===== src/rtl/iob_t2p_asym_sync_ram_pkg.sv =====
// iob_t2p_asym_sync_ram_pkg: shared sizing helpers and configuration check for the asymmetric RAM
package iob_t2p_asym_sync_ram_pkg;

    function automatic int clog2(input int v);
        int r = 0;
        while ((1 << r) < v) r++;
        return r;
    endfunction

    function automatic int max_i(input int a, input int b);
        return (a > b) ? a : b;
    endfunction

    function automatic int min_i(input int a, input int b);
        return (a < b) ? a : b;
    endfunction

    function automatic int ratio_of(input int wd, input int rd);
        return max_i(wd, rd) / min_i(wd, rd);
    endfunction

    function automatic bit cfg_ok(input int wd, input int rd, input int wa, input int ra, input int lat);
        int mx = max_i(wd, rd);
        int mn = min_i(wd, rd);
        int rt = mx / mn;
        return (wd * (1 << wa) == rd * (1 << ra)) && (mx % mn == 0) && ((rt & (rt - 1)) == 0) && (lat == 1 || lat == 2);
    endfunction

endpackage


===== src/rtl/iob_ram_bank.sv =====
// iob_ram_bank: simple dual-port synchronous bank, one write port and one registered read port
module iob_ram_bank #(
    parameter int DATA_W = 8,
    parameter int ADDR_W = 4
) (
    input  logic              clk,
    input  logic              rst_n,
    input  logic              w_en,
    input  logic [ADDR_W-1:0] w_addr,
    input  logic [DATA_W-1:0] w_data,
    input  logic              r_en,
    input  logic [ADDR_W-1:0] r_addr,
    output logic [DATA_W-1:0] r_data
);

    logic [DATA_W-1:0] mem [2**ADDR_W];

    // storage write, never reset
    always_ff @(posedge clk) if (w_en) mem[w_addr] <= w_data;

    // registered read returns pre-write contents on a same-address collision
    always_ff @(posedge clk) r_data <= !rst_n ? '0 : r_en ? mem[r_addr] : r_data;

endmodule


===== src/rtl/iob_t2p_asym_sync_ram.sv =====
// iob_t2p_asym_sync_ram: single-clock two-port RAM with independent write/read widths
module iob_t2p_asym_sync_ram
    import iob_t2p_asym_sync_ram_pkg::*;
#(
    parameter int W_DATA_W = 32,
    parameter int R_DATA_W = 8,
    parameter int W_ADDR_W = 4,
    parameter int R_ADDR_W = 6,
    parameter int R_LAT    = 1,
    parameter int FWD      = 0
) (
    input  logic                clk,
    input  logic                rst_n,
    input  logic                w_en,
    input  logic [W_ADDR_W-1:0] w_addr,
    input  logic [W_DATA_W-1:0] w_data,
    input  logic                r_en,
    input  logic [R_ADDR_W-1:0] r_addr,
    output logic [R_DATA_W-1:0] r_data,
    output logic                r_valid
);

    localparam int MIN_W       = min_i(W_DATA_W, R_DATA_W);
    localparam int MAX_W       = max_i(W_DATA_W, R_DATA_W);
    localparam int RATIO       = ratio_of(W_DATA_W, R_DATA_W);
    localparam int L           = clog2(RATIO);
    localparam int BANK_ADDR_W = min_i(W_ADDR_W, R_ADDR_W);

    if (!cfg_ok(W_DATA_W, R_DATA_W, W_ADDR_W, R_ADDR_W, R_LAT)) begin : g_cfg_err
        $fatal(1, "iob_t2p_asym_sync_ram: illegal width/depth/latency configuration");
    end

    logic [RATIO-1:0]       bank_we;
    logic [MAX_W-1:0]       bank_wd;
    logic [MAX_W-1:0]       bank_q;
    logic [BANK_ADDR_W-1:0] wrow;
    logic [BANK_ADDR_W-1:0] rrow;
    logic [R_DATA_W-1:0]    rd_mux;
    logic [R_DATA_W-1:0]    fm_n;
    logic [R_DATA_W-1:0]    fd_n;
    logic [R_DATA_W-1:0]    fm_q;
    logic [R_DATA_W-1:0]    fd_q;
    logic [R_DATA_W-1:0]    rd_merge;
    logic                   v1;

    for (genvar i = 0; i < RATIO; i++) begin : g_bank
        iob_ram_bank #(.DATA_W(MIN_W), .ADDR_W(BANK_ADDR_W)) u_bank (
            .clk   (clk),
            .rst_n (rst_n),
            .w_en  (bank_we[i]),
            .w_addr(wrow),
            .w_data(bank_wd[i*MIN_W +: MIN_W]),
            .r_en  (r_en),
            .r_addr(rrow),
            .r_data(bank_q[i*MIN_W +: MIN_W])
        );
    end

    if (W_DATA_W == R_DATA_W) begin : g_eq
        assign bank_we = w_en;
        assign bank_wd = w_data;
        assign wrow    = w_addr;
        assign rrow    = r_addr;
        assign rd_mux  = bank_q;
        assign fm_n    = {R_DATA_W{w_en && w_addr == r_addr}};
        assign fd_n    = w_data;
    end else if (W_DATA_W > R_DATA_W) begin : g_wwide
        logic [L-1:0] lane_q;
        assign bank_we = {RATIO{w_en}};
        assign bank_wd = w_data;
        assign wrow    = w_addr;
        assign rrow    = r_addr[R_ADDR_W-1:L];
        assign rd_mux  = bank_q[lane_q*MIN_W +: MIN_W];
        assign fm_n    = {R_DATA_W{w_en && w_addr == rrow}};
        assign fd_n    = w_data[r_addr[L-1:0]*MIN_W +: MIN_W];
        // remember which narrow lane the pending read selects
        always_ff @(posedge clk) lane_q <= !rst_n ? '0 : r_en ? r_addr[L-1:0] : lane_q;
    end else begin : g_rwide
        // a narrow write touches only its own lane's bank
        always_comb begin
            bank_we = '0;
            bank_we[w_addr[L-1:0]] = w_en;
        end
        assign bank_wd = {RATIO{w_data}};
        assign wrow    = w_addr[W_ADDR_W-1:L];
        assign rrow    = r_addr;
        assign rd_mux  = bank_q;
        assign fm_n    = (w_en && wrow == r_addr) ? R_DATA_W'({MIN_W{1'b1}}) << (w_addr[L-1:0]*MIN_W) : '0;
        assign fd_n    = R_DATA_W'(w_data) << (w_addr[L-1:0]*MIN_W);
    end

    // capture write-through bits alongside each accepted read
    always_ff @(posedge clk) begin
        fm_q <= !rst_n ? '0 : r_en ? ((FWD != 0) ? fm_n : '0) : fm_q;
        fd_q <= !rst_n ? '0 : r_en ? fd_n : fd_q;
    end

    assign rd_merge = (rd_mux & ~fm_q) | (fd_q & fm_q);

    // first-stage valid tracks the bank read register
    always_ff @(posedge clk) v1 <= rst_n && r_en;

    if (R_LAT == 2) begin : g_lat2
        logic [R_DATA_W-1:0] d2;
        logic                v2;
        // optional output register stage
        always_ff @(posedge clk) begin
            v2 <= rst_n && v1;
            d2 <= !rst_n ? '0 : v1 ? rd_merge : d2;
        end
        assign r_data  = d2;
        assign r_valid = v2;
    end else begin : g_lat1
        assign r_data  = rd_merge;
        assign r_valid = v1;
    end

endmodule


===== config.mk =====
export PLATFORM = sky130hd
export DESIGN_NAME = iob_t2p_asym_sync_ram
export DESIGN_NICKNAME = d
export VERILOG_FILES = /design/src/rtl/iob_t2p_asym_sync_ram_pkg.sv /design/src/rtl/iob_ram_bank.sv /design/src/rtl/iob_t2p_asym_sync_ram.sv
export SDC_FILE = /design/constraint.sdc
export NUM_CORES = 1
export LEC_CHECK = 0
export CORE_AREA = 2 2 191 193
export DETAILED_ROUTE_END_ITERATION = 6
export DIE_AREA = 0 0 193 195
export GPL_TIMING_DRIVEN = 0
export PLACE_DENSITY = 0.79
export SYNTH_ARGS = -nofsm -noshare
export SYNTH_HDL_FRONTEND = slang
export SYNTH_SLANG_ARGS = --single-unit

===== constraint.sdc =====
create_clock -name clk -period 4.87 [get_ports clk]
set_clock_uncertainty 0.15 [all_clocks]
set_input_delay 0.974 -clock clk [delete_from_list [all_inputs] [get_ports clk]]
set_output_delay 0.974 -clock clk [all_outputs]
set_load 0.005 [all_outputs]

Word level (Yosys, flattened, before mapping). Memories as Yosys holds them, arrays and structs flattened. A register that Yosys moved wholly into a read port is not among the register bits. Cells that the tools add are included.

Shifts and indexed selects: 1. Mux-type cells: 2. Reduce and logical (&&, ||, !) cells: 5.

Operators by type and width (count): $shiftx 32x6->8 (1); $logic_not 1->1 (4); $mux 1 (2); $logic_and 1x1->1 (1).

Bits in registers: 3. RAM bits: 512. Output and inout port bits: 9. Word-level logic and storage cells: 14. Memories: 4.

Memories: g_bank[0].u_bank.mem (depth 16, bits a word 8, rd ports 1, clocked after Yosys merged registers in 1, write ports 1, line iob_ram_bank.sv:16) `logic [DATA_W-1:0] mem [2**ADDR_W];`; g_bank[1].u_bank.mem (depth 16, bits a word 8, rd ports 1, clocked after Yosys merged registers in 1, write ports 1, line iob_ram_bank.sv:16); g_bank[2].u_bank.mem (depth 16, bits a word 8, rd ports 1, clocked after Yosys merged registers in 1, write ports 1, line iob_ram_bank.sv:16); g_bank[3].u_bank.mem (depth 16, bits a word 8, rd ports 1, clocked after Yosys merged registers in 1, write ports 1, line iob_ram_bank.sv:16).

Logic depth before layout (Yosys ltp). Gate-level depths: netlist (run 1).

Depth in word-level cells: 2. Gate-level depth with buffers: 7.

Hierarchy. From an unflattened synthesis (run 1), not the netlist that was laid out.

Cells, all modules: 1290. Area total of the unflattened synthesis: 21700.8 µm².

By module, submodules not included: iob_ram_bank (times used 4, cells an instance 318, area an instance 5351.4 µm²); iob_t2p_asym_sync_ram (times used 1, cells an instance 18, area an instance 295.3 µm²).

Worst setup path before layout (run 1). OpenSTA, ideal clock, no wires.

Path kind: input to register. Start point: input port w_addr[3]. End point: memory g_bank[0].u_bank.mem[0][0] (enable). Library setup time: 461 ps. Data arrival time: 3692 ps. Slack: 566 ps. Stages on the path: 2. Cell sequence: or3b_2 nor3_1.

RTL lines: start, declared (line iob_t2p_asym_sync_ram.sv:15) `input logic [W_ADDR_W-1:0] w_addr,`; end, declared (line iob_ram_bank.sv:16).

Straight into the memory's write port.

Worst setup path in the final report (run 1).
Start point: register g_wwide.lane_q[1]. End point: output port r_data[6].

Cells in the longest elaborated chain, start to end: 1.

RTL lines: start, declared (line iob_t2p_asym_sync_ram.sv:68) `logic [L-1:0] lane_q;`; start signal, assigned (line iob_t2p_asym_sync_ram.sv:77) `always_ff @(posedge clk) lane_q <= !rst_n ? '0 : r_en ? r_addr[L-1:0] : lane_q;`; $shiftx 32x6->8 (line iob_t2p_asym_sync_ram.sv:73) `assign rd_mux = bank_q[lane_q*MIN_W +: MIN_W];`; end, declared (line iob_t2p_asym_sync_ram.sv:19) `output logic [R_DATA_W-1:0] r_data,`.

Every way passes these cells.

==> summary.txt, run 1 <==
Run status
  • Status: finished clean

Cells and area
  • Most common cell after layout, fill and taps aside: edfxtp_1
  • Area delta synth->final: 15.8%
  • Antenna cells: 0
  • Layout cells sized above 1: 11.9%
  • Fillers: 2246
  • Commonest cells after routing, fill and taps aside: edfxtp_1, mux2i_1, nand3_1, nand2_1
  • Nets@finish: 1411
  • Design area: 0.0245 mm^2

Yosys
  • Yosys reg bits: 547
  • Mapped Nets: approximately 1300
  • Top cell type's share of synthesized area: 72.8%
  • Mapped Area: 0.0211 mm^2
  • Synth warn: 0
  • Yosys top cell by area: edfxtp_1
  • Largest cells by area after synthesis: edfxtp_1, mux2i_1, dfxtp_1, nand3_1, a22oi_1
  • Cells after synthesis: between 1000 and 1500
  • Syn Area/Cell: 17.1 um^2
  • Synth unique cells: 24
  • Sequential fraction of the synthesis area: 76.1%

Route
  • Initial DRC Count: approximately 1400
  • Via count: 11700
  • Drt first pass iters: 7
  • Vias per Instance: approximately 6.3
  • Post-route DRC: 0
  • Routed len/inst: 25.9 um
  • Detailed-route wire length: 48.5 mm
  • Final ANT Viol Nets: 0

Floorplanning
  • DIE WIDTH: 193 um
  • Die footprint: 0.0376 mm^2
  • Core area: roughly 0.035 mm^2
  • Ports: 55
  • Die Ht: 195 um
  • # rows: 69
  • Initial Util: 59.7%

CTS
  • Clock latency on the worst-skew pair: 0.58 ns
  • Root Driver: clkbuf_16
  • Hold buffer count at CTS: 0
  • Post-cts sizing count: 0
  • CTS tree: done
  • H-tree levels: 2
  • CTS Buf Count: 52
  • Max Buffers Root-to-Sink: 3
  • Post-CTS Setup Inserts: 0
  • CTS clk-pin slew, worst paths: 0.06 ns
  • Clk sinks: around 550

Global routing
  • Largest net degree at the start of global routing: 28
  • Vias in the first global route: 11900
  • Grt total ovfl: 0
  • Global-route wire length before repair: ~72 mm
  • Antenna violations before repair: 0
  • Total global-route track usage: about a quarter

Placement
  • Port-buffer cells: 53
  • RePlAce Congestion: a little over 0.8
  • Placed Instance Area: approximately 0.023 mm^2
  • Dpl hpwl: ~31 mm

STA
  • Final Cycle Share: 70.3%
  • Fin Hold WS: about 0.32 ns
  • Relative slew margins: 38.0%
  • RSZ-0062 raised after global routing: no
  • Max-slew violation count: 0
  • Worst slew pin tran: 0.924 ns
  • Fin. Hold Viols: 0
  • Max frequency: 0.292 GHz
  • Minimum clock period: 3.42 ns
  • Final setup viols: 0

Setup path
  • Worst path required time: 3.75 ns
  • Slowest CP cell: mux4_2
  • Crit-path cells: buf_2 > mux4_2 > clkdlybuf4s50_1
  • Crit start category: flop
  • Crit Path Class: flop to output port
  • Crit end category: output port
  • CP Max Fanout: 9
  • Worst EP arrival: 2.30 ns
  • Worst path max stage delay: 0.62 ns

Pwr
  • Pleak: between 0.008 and 0.009 uW
  • PwrDens: 403 mW/mm^2
  • VDD IR max: roughly 0.35 mV

Flow run
  • MaxCap Viol Count: 0

Hold path
  • HP Class: flop to flop
where the power goes:
group          switching (uW)  internal [uW]  leakage (uW)
sequential               47.2           5250       0.00491
clock                    1680           2310      0.000823
combinational             345            214       0.00285
total                    2070           7780       0.00859
area by class of cell:
cell class                 count  area [um^2]  area share [%]
sequential                   547        16100            65.7
clock inverter                18          176           0.721
clock buffer                  80         1520            6.21
buffer                        68          478            1.95
timing repair buffer          77          947            3.87
tap                          461          577            2.36
multi-input combinational    619         4690            19.2
kinds of logic after synthesis:
group           Yosys count  share of synthesized area (%)
compound gates          128                           3.79
buf+inv                  68                           2.26
simple gates            225                           4.80
flops                   547                           76.1
mux                     266                           13.1
per-stage QoR:
| stage | util (%) | setup WS, ns | setup TNS [ns] | power, uW | cells |
|---|---|---|---|---|---|
| 4_1_cts | 69.1 | 1.43 | 0 | 9870 | 1870 |
| 5_1_grt | 69.1 | 1.37 | 0 | 10100 | 1870 |
| 6_report | 69.1 | 1.45 | 0 | 9850 | 1870 |
| 3_5_place_dp | 64.3 | 1.08 | 0 | 5950 | 1772 |
| 2_1_floorplan | - | 0.566 | 0 | 5680 | 1234 |
| 3_3_place_gp | 62.8 | -2.19 | -271.03 | 5910 | 1748 |
worst max-delay path: cells and delay by family (launching register included):
family                 cells  cell delay (ns)
muxes                      1             0.62
DFF                        1             0.30
buffers and inverters      2             0.79
synthesized netlist by cell type, drive strengths merged:
| library cell | count |
|---|---|
| a21oi | 64 |
| nand2 | 97 |
| dfxtp | 35 |
| nand3b | 3 |
| nand3 | 98 |
| and2 | 2 |
| clkbuf | 28 |
| edfxtp | 512 |
| mux4 | 8 |
| or3b | 1 |
| nor3 | 4 |
| nor2 | 13 |
| nand2b | 2 |
| a22oi | 64 |
| buf | 40 |
| mux2i | 258 |
| nor2b | 5 |
flip-flops by register name, indices dropped and copies added (netlist names):
signal	count
g_bank.u_bank.mem	512
g_bank.u_bank.r_data	32
g_wwide.lane_q	2
r_valid	1
per-layer routing:
metal | share of wire, % | GRT usage, %
met1 | 40 | 36.0
met2 | 50 | 42.7
met3 | 7.9 | 4.19
met4 | 2.9 | 9.29
met5 | 0 | 0
worst paths after layout:
path / depth (start not counted) / startpoint / endpoint / slack, ns
hold reg to reg: 2 / g_bank[1].u_bank.r_data[6] / g_bank[1].u_bank.r_data[6] / 0.32
hold / removal: 2 / g_bank[1].u_bank.r_data[6] / g_bank[1].u_bank.r_data[6] / 0.32
setup reg to reg: 4 / g_bank[0].u_bank.mem[15][2] / g_bank[0].u_bank.r_data[2] / 3.56
setup / recovery: 3 / g_wwide.lane_q[1] / r_data[6] / 1.45
No activity file was read; power rests on OpenSTA's default activity.
==> inputs of run 2 (changes only) <==
- clock period: 4.87 -> 3.4 ns (I/O delays scaled with it)
==> summary.txt, run 2 (same netlist as run 1, synthesis figures left out) <==
Setup path
  • Slowest CP cell: mux4_2
  • Crit Path Class: flop to output port
  • Crit start category: flop
  • Worst path required time: between 2 and 3 ns
  • Crit-path cells: buf_2 > mux4_2 > clkdlybuf4s50_1
  • Worst path max stage delay: roughly 0.63 ns
  • CP Max Fanout: 9
  • Crit end category: output port
  • Worst EP arrival: 2.30 ns

Pwr
  • Pleak: 0.00860 uW
  • Pwr Total: 13900 uW
  • VDD IR max: 0.493 mV
  • PwrDens: 569 mW/mm^2

Route
  • Post-route DRC: 0
  • Routed len/inst: 25.5 um
  • Vias per Instance: between 6 and 7
  • Initial DRC Count: 1457
  • Detailed-route wire length: about 48 mm
  • Drt first pass iters: 5
  • Via count: 11600
  • Final ANT Viol Nets: 0

Cells and area
  • Antenna cells: 0
  • Final core occ: between 60 and 70%
  • Layout cells sized above 1: 11.2%
  • Most common cell after layout, fill and taps aside: edfxtp_1
  • Most flops, register: g_bank.u_bank.mem
  • Number of flip-flops in the largest register: around 510
  • Top Registers: g_bank.u_bank.mem (512), g_bank.u_bank.r_data (32), g_wwide.lane_q (2)
  • Area delta synth->final: 15.9%
  • Nets@finish: 1406
  • Commonest cells after routing, fill and taps aside: edfxtp_1, mux2i_1, nand3_1, nand2_1

Placement
  • Port-buffer cells: 53
  • Dpl hpwl: 31.2 mm
  • RePlAce Congestion: around 0.83
  • Dpl ws: 0.131 ns

Global routing
  • Vias in the first global route: 11600
  • Antenna violations before repair: 0
  • Global-route wire length before repair: 70.9 mm
  • Grt total ovfl: 0
  • Total global-route track usage: between 20 and 30%
  • Largest net degree at the start of global routing: 21

STA
  • Max-slew violation count: 0
  • Minimum clock period: 3.13 ns
  • Sum Neg Setup Slack: 0 ns
  • Max frequency: 0.319 GHz
  • Worst slew pin tran: around 0.77 ns
  • Relative slew margins: 48.4%
  • Fin. Hold Viols: 0
  • RSZ-0062 raised after global routing: no
  • Final setup viols: 0
  • Fin Hold WS: between 0.3 and 0.4 ns
  • PnR worst setup slack: 0.269 ns
  • Final Cycle Share: between 90 and 100%

CTS
  • Hold buffer count at CTS: 0
  • CTS clk-pin slew, worst paths: 0.06 ns
  • H-tree levels: 2
  • Post-CTS Setup Inserts: 0
  • Max Buffers Root-to-Sink: 3
  • Clock latency on the worst-skew pair: roughly 0.56 ns
  • Root Driver: clkbuf_16
  • CTS tree: done
  • Clk sinks: 547
  • Post-cts sizing count: 0
  • CTS Buf Count: 51

Floorplanning
  • # rows: 69
  • Core area: 0.0354 mm^2
  • Die Ht: between 150 and 200 um
  • Initial Util: between 50 and 60%
  • Die footprint: 0.0376 mm^2
  • DIE WIDTH: 193 um
  • Ports: 55

Hold path
  • HP Class: flop to flop

Flow run
  • MaxCap Viol Count: 0

Run status
  • Status: finished clean
==> run 2: routing by layer <==
metal / share of wire (%) / global-route usage, % / vias up
li1: - / - / 5070
met1: 39 / 35.9 / 5827
met2: 50 / 43.3 / 568
met3: 8.2 / 3.72 / 94
met4: 2.6 / 7.49 / 0
met5: 0 / 0 / -
==> run 2: final timing paths <==
| path | start | endpoint | slack, ns | depth (start not counted) |
|---|---|---|---|---|
| worst max-delay path | g_wwide.lane_q[1] | r_data[1] | 0.27 | 3 |
| worst min-delay path | g_bank[0].u_bank.r_data[0] | g_bank[0].u_bank.r_data[0] | 0.31 | 2 |
| worst max register to register | g_bank[2].u_bank.mem[2][3] | g_bank[2].u_bank.r_data[3] | 2.11 | 4 |
| worst min register to register | g_bank[0].u_bank.r_data[0] | g_bank[0].u_bank.r_data[0] | 0.31 | 2 |
==> run 2: layout make-up <==
cell class,instances,area (um^2)
plain buffers,68,478
clock buffers,80,1470
clock inverters,14,171
fillers,2198,10900
multi-input cells,619,4710
flip-flops and latches,547,16100
well taps,461,577
repair buffers,73,1020
==> run 2: metrics by stage <==
step | instance area (um^2) | std cells
after floorplan | 21200 | 1234
after global placement | 22300 | 1748
after detailed placement | 22900 | 1768
after CTS | 24500 | 1862
after global routing | 24500 | 1862
final | 24500 | 1862
==> run 2: report_power, final <==
group          internal (uW)  switching [uW]
sequential              7530            66.6
combinational            310             495
clock                   3260            2290
==> run 2: critical path: cells and delay by family (launching register included) <==
family                 cells  cell delay [ns]
buffers and inverters      2             0.80
DFF                        1             0.30
muxes                      1             0.63
==> inputs of run 3 (changes only) <==
- GPL_TIMING_DRIVEN: 0 -> default
==> summary.txt, run 3 (same netlist as run 1, synthesis figures left out) <==
Run status
  • Status: finished clean

Placement
  • Dpl cells: 1718
  • RePlAce Congestion: 0.773
  • Port-buffer cells: 54
  • Placed Instance Area: 0.0225 mm^2
  • Dpl hpwl: 23.2 mm

Route
  • Post-route DRC: 0
  • Initial DRC Count: 1018
  • Routed len/inst: 25.3 um
  • Final ANT Viol Nets: 0
  • Detailed-route wire length: 46.0 mm
  • Vias per Instance: roughly 6.2
  • Via count: 11300
  • Drt first pass iters: 5

CTS
  • CTS tree: done
  • CTS Buf Count: between 50 and 60
  • CTS clk-pin slew, worst paths: 0.06 ns
  • H-tree levels: 2
  • Clock latency on the worst-skew pair: 0.58 ns
  • Clk sinks: 547
  • Root Driver: clkbuf_16
  • Max Buffers Root-to-Sink: 3
  • Post-cts sizing count: 0
  • Hold buffer count at CTS: 0
  • Post-CTS Setup Inserts: 0

Pwr
  • Clk network pwr share: 41.7%
  • Switching share of total power: 20.5%
  • Comb power frac: 5.2%
  • Cell-internal power: roughly 11000 uW
  • VDD IR max: 0.469 mV
  • PwrDens: 589 mW/mm^2
  • Net Switching: 2940 uW
  • Reg power frac: 53.1%
  • Pleak: 0.00850 uW

Cells and area
  • Number of flip-flops in the largest register: 512
  • Register area: 0.0161 mm^2
  • Antenna cells: 0
  • Top Registers: g_bank.u_bank.mem (512), g_bank.u_bank.r_data (32), g_wwide.lane_q (2)
  • Multi-input logic area: 0.00474 mm^2
  • Most common cell after layout, fill and taps aside: edfxtp_1
  • Commonest cells after routing, fill and taps aside: edfxtp_1, mux2i_1, nand2_1, nand3_1
  • Most flops, register: g_bank.u_bank.mem
  • Nets@finish: ~1400
  • Area delta synth->final: 14.9%
  • Design area: 0.0243 mm^2
  • Final core occ: 68.6%
  • Final std cells w/o fill: approximately 1800
  • Fillers: around 2300
  • Layout cells sized above 1: 11.4%

Floorplanning
  • Die footprint: 0.0376 mm^2
  • # rows: 69
  • Initial Util: 59.7%
  • Core area: roughly 0.035 mm^2
  • DIE WIDTH: 193 um
  • Die Ht: 195 um
  • Ports: 55

Hold path
  • Worst hold stages: 2
  • HP Class: flop to flop

STA
  • Max frequency: 0.304 GHz
  • Minimum clock period: 3.29 ns
  • Fin Hold WS: 0.305 ns
  • Final setup viols: 0
  • Worst slew pin tran: about 0.72 ns
  • Sum Neg Setup Slack: 0 ns
  • RSZ-0062 raised after global routing: no
  • Final Cycle Share: 96.7%
  • Max-slew violation count: 0
  • Relative slew margins: 51.8%
  • Fin. Hold Viols: 0

Flow run
  • MaxCap Viol Count: 0

Global routing
  • Largest net degree at the start of global routing: 65
  • Global-route wire length before repair: 68.4 mm
  • Total global-route track usage: between 20% and 30%
  • Grt total ovfl: 0
  • Antenna violations before repair: 1
  • Vias in the first global route: 11300

Setup path
  • Worst path required time: roughly 2.6 ns
  • Worst r2r path cells: 2
  • R2R Setup Slk: 2.08 ns
  • CP Max Fanout: 9
  • Crit end category: output port
  • Worst EP arrival: roughly 2.5 ns
  • Crit start category: flop
  • Crit Path Class: flop to output port
run 3: per-layer routing:
layer	track usage [%]	part of all wire, %	vias up
met5	0	0	-
met4	8.56	2.8	0
met3	4.19	8.0	98
met2	40.7	50	517
met1	34.1	40	5685
li1	-	-	4960
run 3: final timing paths:
path	from	end
worst max-delay path	g_wwide.lane_q[1]	r_data[3]
worst min-delay path	g_bank[3].u_bank.r_data[0]	g_bank[3].u_bank.r_data[0]
worst max register to register	g_wwide.lane_q[1]	g_wwide.lane_q[1]
worst min register to register	g_bank[3].u_bank.r_data[0]	g_bank[3].u_bank.r_data[0]
run 3: final cells by class:
| cell class | count | area share (%) |
|---|---|---|
| timing repair buffer | 91 | 4.47 |
| clock inverter | 35 | 1.61 |
| clock buffer | 62 | 5.80 |
| tap | 461 | 2.38 |
| sequential | 547 | 66.2 |
| multi-input combinational | 619 | 19.5 |
run 3: power by group through the flow:
stage	clock [uW]	sequential [uW]	combinational (uW)
floorplan	0	7700	429
global placement	0	7740	710
detailed placement	0	7750	729
CTS	6020	7610	737
global route	6290	7610	789
finish	5970	7610	738
run 3: per-stage QoR:
stage / setup slack (ns) / power [uW]
2_1_floorplan: 0.262 / 8130
3_3_place_gp: 0.649 / 8450
3_5_place_dp: 0.647 / 8480
4_1_cts: 0.0849 / 14400
5_1_grt: 0.0123 / 14700
6_report: 0.112 / 14300
run 3: worst max-delay path: stages, from the launching register on:
cell and delay [ns]:
dfxtp_1 0.78, mux4_2 0.63, clkdlybuf4s50_1 0.47
